===== src/rtl/mult_bus_master_if.sv =====
// Bundle of the command, response and slave-bus signals of the multiply bus master.
// The master modport is the initiator's view; the slave modport mirrors it.
interface mult_bus_master_if #(
    parameter int DATA_W = 32,
    parameter int ADDR_W = 32
);
    logic              cmd_valid;
    logic              cmd_ready;
    logic [DATA_W-1:0] cmd_a;
    logic [DATA_W-1:0] cmd_b;

    logic              rsp_valid;
    logic              rsp_ready;
    logic [DATA_W-1:0] rsp_data;
    logic              rsp_error;

    logic              valid;
    logic              start;
    logic [ADDR_W-1:0] address;
    logic [DATA_W-1:0] register_data;
    logic              exec;
    logic              write;
    logic              ready;
    logic [DATA_W-1:0] result_data;

    modport master (
        input  cmd_valid, cmd_a, cmd_b, rsp_ready,
        input  exec, write, ready, result_data,
        output cmd_ready, rsp_valid, rsp_data, rsp_error,
        output valid, start, address, register_data
    );

    modport slave (
        output cmd_valid, cmd_a, cmd_b, rsp_ready,
        output exec, write, ready, result_data,
        input  cmd_ready, rsp_valid, rsp_data, rsp_error,
        input  valid, start, address, register_data
    );
endinterface


===== src/rtl/mult_bus_master.sv =====
// Bus initiator: writes two operands to a multiplier slave, requests the product,
// and returns it (or an error on missing acknowledge / timeout) on a response port.
module mult_bus_master #(
    parameter int DATA_W  = 32,
    parameter int ADDR_W  = 32,
    parameter int TIMEOUT = 1024
) (
    input  logic                clk,
    input  logic                reset,
    mult_bus_master_if.master   bus
);

    typedef enum logic [2:0] {
        S_IDLE  = 3'd0,
        S_WR_A  = 3'd1,
        S_WR_B  = 3'd2,
        S_ACK_B = 3'd3,
        S_WAIT  = 3'd4,
        S_RESP  = 3'd5
    } state_t;

    localparam logic [15:0] LAST_CNT = 16'(TIMEOUT - 1);

    state_t            state_q, state_d;
    logic [DATA_W-1:0] a_q, a_d;
    logic [DATA_W-1:0] b_q, b_d;
    logic [15:0]       cnt_q, cnt_d;
    logic [DATA_W-1:0] rsp_data_q, rsp_data_d;
    logic              rsp_error_q, rsp_error_d;

    always_ff @(posedge clk or posedge reset) begin
        if (reset) begin
            state_q     <= S_IDLE;
            a_q         <= '0;
            b_q         <= '0;
            cnt_q       <= '0;
            rsp_data_q  <= '0;
            rsp_error_q <= 1'b0;
        end else begin
            state_q     <= state_d;
            a_q         <= a_d;
            b_q         <= b_d;
            cnt_q       <= cnt_d;
            rsp_data_q  <= rsp_data_d;
            rsp_error_q <= rsp_error_d;
        end
    end

    always_comb begin
        state_d     = state_q;
        a_d         = a_q;
        b_d         = b_q;
        cnt_d       = cnt_q;
        rsp_data_d  = rsp_data_q;
        rsp_error_d = rsp_error_q;
        case (state_q)
            S_IDLE: begin
                if (bus.cmd_valid) begin
                    a_d     = bus.cmd_a;
                    b_d     = bus.cmd_b;
                    state_d = S_WR_A;
                end
            end
            S_WR_A: state_d = S_WR_B;
            S_WR_B: begin
                // exec here acknowledges the operand-A beat of the previous cycle
                if (bus.exec) begin
                    state_d = S_ACK_B;
                end else begin
                    rsp_data_d  = '0;
                    rsp_error_d = 1'b1;
                    state_d     = S_RESP;
                end
            end
            S_ACK_B: begin
                if (bus.exec) begin
                    cnt_d   = '0;
                    state_d = S_WAIT;
                end else begin
                    rsp_data_d  = '0;
                    rsp_error_d = 1'b1;
                    state_d     = S_RESP;
                end
            end
            S_WAIT: begin
                if (bus.ready && bus.write) begin
                    rsp_data_d  = bus.result_data;
                    rsp_error_d = 1'b0;
                    state_d     = S_RESP;
                end else if (cnt_q == LAST_CNT) begin
                    rsp_data_d  = '0;
                    rsp_error_d = 1'b1;
                    state_d     = S_RESP;
                end else begin
                    cnt_d = cnt_q + 16'd1;
                end
            end
            S_RESP: begin
                if (bus.rsp_ready) state_d = S_IDLE;
            end
            default: state_d = S_IDLE;
        endcase
    end

    // Outputs decode from state and latched registers only, so reset releases the bus at once.
    always_comb begin
        bus.cmd_ready     = 1'b0;
        bus.rsp_valid     = 1'b0;
        bus.valid         = 1'b0;
        bus.start         = 1'b0;
        bus.address       = '0;
        bus.register_data = '0;
        case (state_q)
            S_IDLE: bus.cmd_ready = 1'b1;
            S_WR_A: begin
                bus.valid         = 1'b1;
                bus.address       = ADDR_W'(1);
                bus.register_data = a_q;
            end
            S_WR_B: begin
                bus.valid         = 1'b1;
                bus.address       = ADDR_W'(2);
                bus.register_data = b_q;
            end
            S_WAIT: bus.start     = 1'b1;
            S_RESP: bus.rsp_valid = 1'b1;
            default: ;
        endcase
    end

    assign bus.rsp_data  = rsp_data_q;
    assign bus.rsp_error = rsp_error_q;

endmodule


===== src/flat_wrapper.sv =====
// flat-port wrapper written by rule: the top's interface ports become plain ports
module mult_bus_master_flat 
#(
    parameter int DATA_W  = 32,
    parameter int ADDR_W  = 32,
    parameter int TIMEOUT = 1024
)
  (clk, reset, bus_cmd_valid, bus_cmd_a, bus_cmd_b, bus_rsp_ready, bus_exec, bus_write, bus_ready, bus_result_data, bus_cmd_ready, bus_rsp_valid, bus_rsp_data, bus_rsp_error, bus_valid, bus_start, bus_address, bus_register_data);
  mult_bus_master_if #(.DATA_W(DATA_W), .ADDR_W(ADDR_W)) bus_i ();
  input  logic clk;
  input  logic reset;
  input wire logic [$bits(bus_i.cmd_valid)-1:0] bus_cmd_valid;
  input wire logic [$bits(bus_i.cmd_a)-1:0] bus_cmd_a;
  input wire logic [$bits(bus_i.cmd_b)-1:0] bus_cmd_b;
  input wire logic [$bits(bus_i.rsp_ready)-1:0] bus_rsp_ready;
  input wire logic [$bits(bus_i.exec)-1:0] bus_exec;
  input wire logic [$bits(bus_i.write)-1:0] bus_write;
  input wire logic [$bits(bus_i.ready)-1:0] bus_ready;
  input wire logic [$bits(bus_i.result_data)-1:0] bus_result_data;
  output wire logic [$bits(bus_i.cmd_ready)-1:0] bus_cmd_ready;
  output wire logic [$bits(bus_i.rsp_valid)-1:0] bus_rsp_valid;
  output wire logic [$bits(bus_i.rsp_data)-1:0] bus_rsp_data;
  output wire logic [$bits(bus_i.rsp_error)-1:0] bus_rsp_error;
  output wire logic [$bits(bus_i.valid)-1:0] bus_valid;
  output wire logic [$bits(bus_i.start)-1:0] bus_start;
  output wire logic [$bits(bus_i.address)-1:0] bus_address;
  output wire logic [$bits(bus_i.register_data)-1:0] bus_register_data;
  assign bus_i.cmd_valid = bus_cmd_valid;
  assign bus_i.cmd_a = bus_cmd_a;
  assign bus_i.cmd_b = bus_cmd_b;
  assign bus_i.rsp_ready = bus_rsp_ready;
  assign bus_i.exec = bus_exec;
  assign bus_i.write = bus_write;
  assign bus_i.ready = bus_ready;
  assign bus_i.result_data = bus_result_data;
  assign bus_cmd_ready = bus_i.cmd_ready;
  assign bus_rsp_valid = bus_i.rsp_valid;
  assign bus_rsp_data = bus_i.rsp_data;
  assign bus_rsp_error = bus_i.rsp_error;
  assign bus_valid = bus_i.valid;
  assign bus_start = bus_i.start;
  assign bus_address = bus_i.address;
  assign bus_register_data = bus_i.register_data;
  mult_bus_master #(.DATA_W(DATA_W), .ADDR_W(ADDR_W), .TIMEOUT(TIMEOUT)) u_core (.clk(clk), .reset(reset), .bus(bus_i));
endmodule

===== config.mk =====
export PLATFORM = sky130hd
export DESIGN_NAME = mult_bus_master_flat
export DESIGN_NICKNAME = d
export VERILOG_FILES = /design/src/rtl/mult_bus_master_if.sv /design/src/rtl/mult_bus_master.sv /design/src/flat_wrapper.sv
export SDC_FILE = /design/constraint.sdc
export NUM_CORES = 1
export LEC_CHECK = 0
export BUFFER_PORTS_ARGS = -buffer_cell sky130_fd_sc_hd__buf_2
export CAP_MARGIN = 25
export CORE_ASPECT_RATIO = 0.6
export CORE_MARGIN = 2
export CORE_UTILIZATION = 50
export DETAILED_ROUTE_END_ITERATION = 10
export HOLD_SLACK_MARGIN = 0.05
export PLACE_DENSITY = 0.93
export SETUP_SLACK_MARGIN = 0.5
export SLEW_MARGIN = 20
export SYNTH_ARGS = -nofsm -noshare
export SYNTH_HDL_FRONTEND = slang
export SYNTH_SLANG_ARGS = --single-unit

===== constraint.sdc =====
create_clock -name clk -period 7.2 [get_ports clk]
set_clock_uncertainty 0.15 [all_clocks]
set_input_delay 0.72 -clock clk [delete_from_list [all_inputs] [get_ports clk]]
set_output_delay 0.72 -clock clk [all_outputs]
set_load 0.05 [all_outputs]

==> impl_metrics.env, run 1 <==
export IMPL_cts_resized=0
export IMPL_synth_top_area_frac=0.5465
export IMPL_synthArstFlopShare=1.000
export IMPL_fin_crit_ns=3.012
export IMPL_ys_warn_count=0
export IMPL_ioPinCount=204
export IMPL_synth_main_ff_cell="dfrtp_1"
export IMPL_yosys_area_top_type="dfrtp_1"
export IMPL_start_util=0.5083
export IMPL_antenna_found_initial=0
export IMPL_grt_max_degree=83
export IMPL_clock_latency_ns=0.40
export IMPL_critPathMaxStageDelay_ns=0.49
export IMPL_tightest_slew_ns=0.8050
export IMPL_synth_cell_types=43
export IMPL_crit_required_ns=6.33
export IMPL_p_per_area_nw_per_um2=535.8
export IMPL_worstRegToRegCells=6
export IMPL_clkTransAtPathRegs_ns=0.06
export IMPL_wirelength_um=12920
export IMPL_grt_overflow=0
export IMPL_drt_wirelength_per_cell_um=17.28
export IMPL_dp_hpwl_um=8863
export IMPL_hold_class="in2async"
export IMPL_grt_usage=0.2349
export IMPL_max_slew_margin_rel=0.4633
export IMPL_nets=700
export IMPL_start_kind="register"
export IMPL_hold_buffers=0
export IMPL_final_antenna_net_count=0
export IMPL_cts_buffers=17
export IMPL_crit_path_end_kind="output port"
export IMPL_post_cts_buffers=0
export IMPL_drtPass1Iterations=5
export IMPL_arrival_ns=2.14
export IMPL_power_leakage_nw=3.358
export IMPL_vias=4054
export IMPL_finalSetupTns_ns=0
export IMPL_synthTopCellsByArea="dfrtp_1 55%, mux2_2 14%, a22o_1 11%, buf_4 5.7%, o21ai_0 1.9%"
export IMPL_ir_drop_v=0.0003056
export IMPL_area_growth_syn_to_layout_pct=27.02
export IMPL_port_buffers=173
export IMPL_post_route_util=0.6456
export IMPL_fp_dieW_um=137.1
export IMPL_cap_violations=0
export IMPL_drive_above_1_share=0.4680
export IMPL_synth_cells=427
export IMPL_yosysSeqAreaShare=0.5465
export IMPL_coreArea_um2=10450
export IMPL_ys_ff_latch=116
export IMPL_htreeDepth=4
export IMPL_rsz0062_at_grt="false"
export IMPL_multi_input_area_um2=2107
export IMPL_grt_pass1_wl_um=20870
export IMPL_setup_viol=0
export IMPL_drc=0
export IMPL_hold_viol=0
export IMPL_die_h_um=83.84
export IMPL_antenna_cells=0
export IMPL_finalCritPeriodShare=0.4184
export IMPL_cp_cell_sequence="nand2b_1 -> nor2_2 -> buf_4 -> a22o_1 -> buf_2"
export IMPL_fmax_ghz=0.3320
export IMPL_synth_edf_count=0
export IMPL_cts_path_max_buffers=2
export IMPL_r2r_start="u_core.cnt_q[0]"
export IMPL_status="finished clean"
export IMPL_critical_path_max_fanout=33
export IMPL_drv_slew=0
export IMPL_cp_slowest_cell="dfrtp_1"
export IMPL_num_rows=29
export IMPL_seq_area_um2=2903
export IMPL_first_global_vias=4246
export IMPL_avgViaCountPerCell=5.420
export IMPL_syn_area_um2=5311
export IMPL_critPathKind="reg2out"
export IMPL_synthTopCellsByCount="116 x dfrtp_1, 65 x a22o_1, 64 x mux2_2"
export IMPL_nFillCells=810
export IMPL_clockRootBuffer="clkbuf_16"
export IMPL_die_area_um2=11490
export IMPL_yosysMostFrequentCell="dfrtp_1"
export IMPL_drt_iter0_markers=317
export IMPL_gp_congestion=0.9571
export IMPL_cts_tree="done"
export IMPL_crit_start="u_core.state_q[2]"
export IMPL_cts_sinks=116
export IMPL_synth_area_per_cell_um2=12.44
-- layer usage --
metal	global-route usage	part of all wire
met1	0.3010	0.42
met2	0.3722	0.47
met3	0.08197	0.093
met4	0.07966	0.010
met5	0	0
-- final timing paths --
kind / to / slack, ns
min in group clk: u_core.bus.rsp_data[30] / 0.34
max: bus_register_data[30] / 4.19
min reg2reg: u_core.bus.rsp_data[30] / 0.34
min: u_core.bus.rsp_data[3] / 0.17
max in group asynchronous: u_core.cnt_q[12] / 5.62
max reg2reg: u_core.bus.rsp_data[9] / 4.43
-- report_power, final --
group	internal, mW	switching, mW
registers	0.937	0.182
clock network	0.567	0.304
logic	0.514	1.11
-- stage by stage --
step / area, µm² / worst slack [ns] / hold slack (ns) / cells / power [mW]
6_report: 6746 / 4.188 / 0.1696 / 748 / 3.615
4_1_cts: 6743 / 4.194 / 0.1715 / 748 / 3.639
3_5_place_dp: 6117 / 4.471 / 0.3297 / 716 / 2.747
3_3_place_gp: 6117 / 4.679 / 0.3269 / 716 / 2.684
5_1_grt: 6746 / 4.076 / 0.1918 / 748 / 3.802
2_1_floorplan: 5420 / 3.258 / 0.3244 / 456 / 2.415
-- logic make-up after synthesis --
group,share of synthesized area
mux,0.1357
other cells,0.0007060
simple gates,0.07208
compound gates,0.1621
flops,0.5465
buf+inv,0.07892
fa+ha+maj,0.002355
xor+xnor,0.001649
-- cell type report --
type	count	share of cell area
multi-input combinational	276	0.3123
tap	139	0.02578
clock buffer	19	0.06714
sequential	116	0.4303
clock inverter	13	0.02559
inverter	8	0.005564
timing repair buffer	177	0.1333
-- placed cells by master (no fill, tap or decap), types with 3 or more instances in the layout --
cell        count
mux2_2         64
buf_2         173
a31oi_1         4
nor3_1          8
a22o_1         65
a21oi_1        10
clkinvlp_4      4
inv_1           6
bufinv_16       3
and4_1          4
clkinv_4        4
nand2_1        15
inv_6           3
nor4_1          4
nand3_1         9
nor2_1          5
nand4_1         7
clkbuf_16      17
dfrtp_1       116
buf_4           3
o21ai_0        20
conb_1         30
-- state kept, by name (all words and copies together) (netlist names) --
name,flops
u_core.a_q,32
u_core.b_q,32
u_core.bus.rsp_data,32
u_core.cnt_q,16
u_core.state_q,3
u_core.bus.rsp_error,1
-- worst max-delay path, delay by kind of cell (launching register included) --
family,cells,cell delay [ns]
and+or+nand+nor,2,0.35
buffers and inverters,2,0.65
AOI/OAI and AO/OA,1,0.25
DFF,1,0.49
Note: power is estimated with default switching activity, not from simulation.
==> run 2, diff against run 1 <==
- ABC_AREA: unset -> 1
- CORE_UTILIZATION: 50 -> 45
- PLACE_DENSITY: 0.93 -> 0.89
- clock period: 7.2 -> 2.5 ns (I/O delays scaled with it)
==> impl_metrics.env, run 2 <==
export IMPL_seq_power_share=0.260
export IMPL_drc=0
export IMPL_post_route_util=0.7055
export IMPL_grt_overflow=0
export IMPL_hold_viol=0
export IMPL_fp_dieW_um=147.5
export IMPL_drive_above_1_share=0.2913
export IMPL_hold_class="in2reg"
export IMPL_synth_area_per_cell_um2=8.262
export IMPL_path_buf_inv=3
export IMPL_vias=5743
export IMPL_synth_top_area_frac=0.5221
export IMPL_crit_path_end_kind="output port"
export IMPL_critPathKind="reg2out"
export IMPL_cap_violations=0
export IMPL_drv_slew=0
export IMPL_p_per_area_nw_per_um2=1284
export IMPL_clockRootBuffer="clkbuf_16"
export IMPL_yosysMostFrequentCell="nand2_1"
export IMPL_layout_commonest_cell="nand2_1"
export IMPL_ioPinCount=204
export IMPL_rsz0062_at_grt="true"
export IMPL_setup_viol=0
export IMPL_ir_drop_v=0.0009401
export IMPL_cts_buffers=17
export IMPL_tightest_slew_ns=0.6418
export IMPL_drtPass1Iterations=5
export IMPL_cp_slowest_cell="dfrtp_2"
export IMPL_dp_hpwl_um=9314
export IMPL_cts_path_max_buffers=2
export IMPL_area_growth_syn_to_layout_pct=53.06
export IMPL_cp_depth=6
export IMPL_multi_input_area_um2=2278
export IMPL_syn_area_um2=5560
export IMPL_crit_end="bus_register_data[31]"
export IMPL_critical_path_max_fanout=10
export IMPL_critPathMaxStageDelay_ns=0.45
export IMPL_finalSetupTns_ns=0
export IMPL_drt_iter0_markers=392
export IMPL_start_util=0.4609
export IMPL_power_frac_clock=0.197
export IMPL_worstRegToRegCells=10
export IMPL_yosysSeqAreaShare=0.5221
export IMPL_r2r_start="u_core.state_q[2]"
export IMPL_power_leakage_nw=4.512
export IMPL_status="finished clean"
export IMPL_synth_cell_types=31
export IMPL_grt_usage=0.2766
export IMPL_nets=1060
export IMPL_die_area_um2=13290
export IMPL_antenna_found_initial=0
export IMPL_synth_main_ff_cell="dfrtp_1"
export IMPL_coreArea_um2=12060
export IMPL_cpLargestDelayFamily="flip-flops"
export IMPL_fin_crit_ns=2.088
export IMPL_p_switching_mw=5.195
export IMPL_port_buffers=173
export IMPL_max_slew_margin_rel=0.5721
export IMPL_clkTransAtPathRegs_ns=0.06
export IMPL_ys_warn_count=0
export IMPL_cts_sinks=116
export IMPL_gp_congestion=0.8812
export IMPL_cp_cell_sequence="nor2_4 -> nand2_4 -> buf_12 -> inv_1 -> a22o_1 -> buf_6"
export IMPL_ys_ff_latch=116
export IMPL_synth_edf_count=0
export IMPL_finalCritPeriodShare=0.8353
export IMPL_r2r_slack_ns=0.53
export IMPL_drt_wirelength_per_cell_um=16.19
export IMPL_grt_pass1_wl_um=28900
export IMPL_internal_power_mw=5.732
export IMPL_wirelength_um=18340
export IMPL_dpl_cell_count=990
export IMPL_layout_common_cells="170 x nand2_1, 139 x buf_2, 112 x dfrtp_1"
export IMPL_reg2reg_to="u_core.cnt_q[8]"
export IMPL_nFillCells=828
export IMPL_die_h_um=90.11
export IMPL_seq_area_um2=2908
export IMPL_combPwrFrac=0.543
export IMPL_fin_cells=1133
export IMPL_cts_tree="done"
export IMPL_fmax_ghz=0.4789
export IMPL_synthTopCellsByCount="171 x nand2_1, 116 x dfrtp_1, 83 x nor2_1"
export IMPL_first_global_vias=5547
export IMPL_grt_max_degree=117
export IMPL_avgViaCountPerCell=5.069
export IMPL_num_rows=31
export IMPL_crit_required_ns=2.10
export IMPL_whs_ns=0.1327
export IMPL_crit_start="u_core.state_q[2]"
export IMPL_htreeDepth=4
export IMPL_arrival_ns=1.69
export IMPL_clock_latency_ns=0.40
export IMPL_final_antenna_net_count=0
export IMPL_power_share_switching=0.4755
export IMPL_synthArstFlopShare=1.000
export IMPL_antenna_cells=0
export IMPL_yosys_area_top_type="dfrtp_1"
export IMPL_start_kind="register"
export IMPL_synthTopCellsByArea="dfrtp_1 52%, nand2_1 12%, nor2_1 5.6%, inv_1 5.5%, a21oi_1 5.1%"
export IMPL_synth_cells=673
run 2: cell count changes in the layout (fill, tap and decap cells not counted), sizes merged, moves of 25 or more:
cell	change
o22ai	+25
a21oi	+46
mux2	-56
nand2	+161
inv	+73
dlygate4sd3	+99
a22o	-64
nor2	+79
run 2: worst min-delay path by stage:
stage	cells past startpoint	from	end
floorplan	2	bus_result_data[0]	u_core.bus.rsp_data[0]
global placement	2	u_core.bus.rsp_data[3]	u_core.bus.rsp_data[3]
detailed placement	2	u_core.bus.rsp_data[6]	u_core.bus.rsp_data[6]
CTS	4	bus_write	u_core.cnt_q[0]
global route	4	bus_write	u_core.cnt_q[0]
finish	4	bus_write	u_core.cnt_q[0]
run 2: routing by layer:
metal / global-route usage / wire length (µm) / up-vias
met1: 0.3501 / 7203 / 2674
li1: - / - / 2627
met4: 0.1290 / 626 / 0
met3: 0.07259 / 1841 / 58
met2: 0.4453 / 8673 / 384
met5: 0 / 0 / -
run 2: kinds of logic (layout without fill, tap and decap cells):
kind of cell	after synthesis	count (layout)	share of synthesized area
adders and majority gates	1	1	0.002250
AOI/OAI and AO/OA	105	105	0.1017
and+or+nand+nor	298	300	0.2196
DFF	116	116	0.5221
xor gates and xnor gates	2	2	0.003151
muxes	8	8	0.01620
other	1	30	0.0006744
buffers and inverters	142	406	0.1343
run 2: area by class of cell:
cell class                 count  share of cell area
clock buffer                  21             0.05410
clock inverter                10            0.007057
inverter                      84             0.03778
multi-input combinational    446              0.2677
sequential                   116              0.3417
tap                          165             0.02426
timing repair buffer         291              0.2674
run 2: power by group through the flow:
stage / sequential, mW / combinational [mW] / clock [mW]
finish: 2.84 / 5.94 / 2.15
global route: 2.90 / 6.25 / 2.29
CTS: 2.79 / 5.47 / 2.17
detailed placement: 2.81 / 4.71 / 0
global placement: 2.78 / 4.63 / 0
floorplan: 3.20 / 3.44 / 0
run 2: what timing repair did:
action / CTS / global route
buffers inserted: 4 / 6
gates cloned: 0 / 3
pin swaps: 0 / 5
hold buffers: 99 / 0
hold endpoints to repair: 214 / 0
setup endpoints to repair: 36 / 119
gates resized for setup: 90 / 20
run 2: worst min-delay path: cells and delay by family:
kind / cells / cell delay [ns]
buf+inv: 1 / 0.07
simple gates: 2 / 0.25
compound gates: 1 / 0.07
run 2: stage by stage:
stage	instance area (µm²)	setup slack, ns	power [mW]
after global routing	8511	0.3417	11.44
after detailed placement	6521	0.5331	7.513
final	8511	0.4117	10.93
after floorplan	5786	0.1285	6.641
after CTS	8332	0.4133	10.43
after global placement	6521	0.5849	7.408
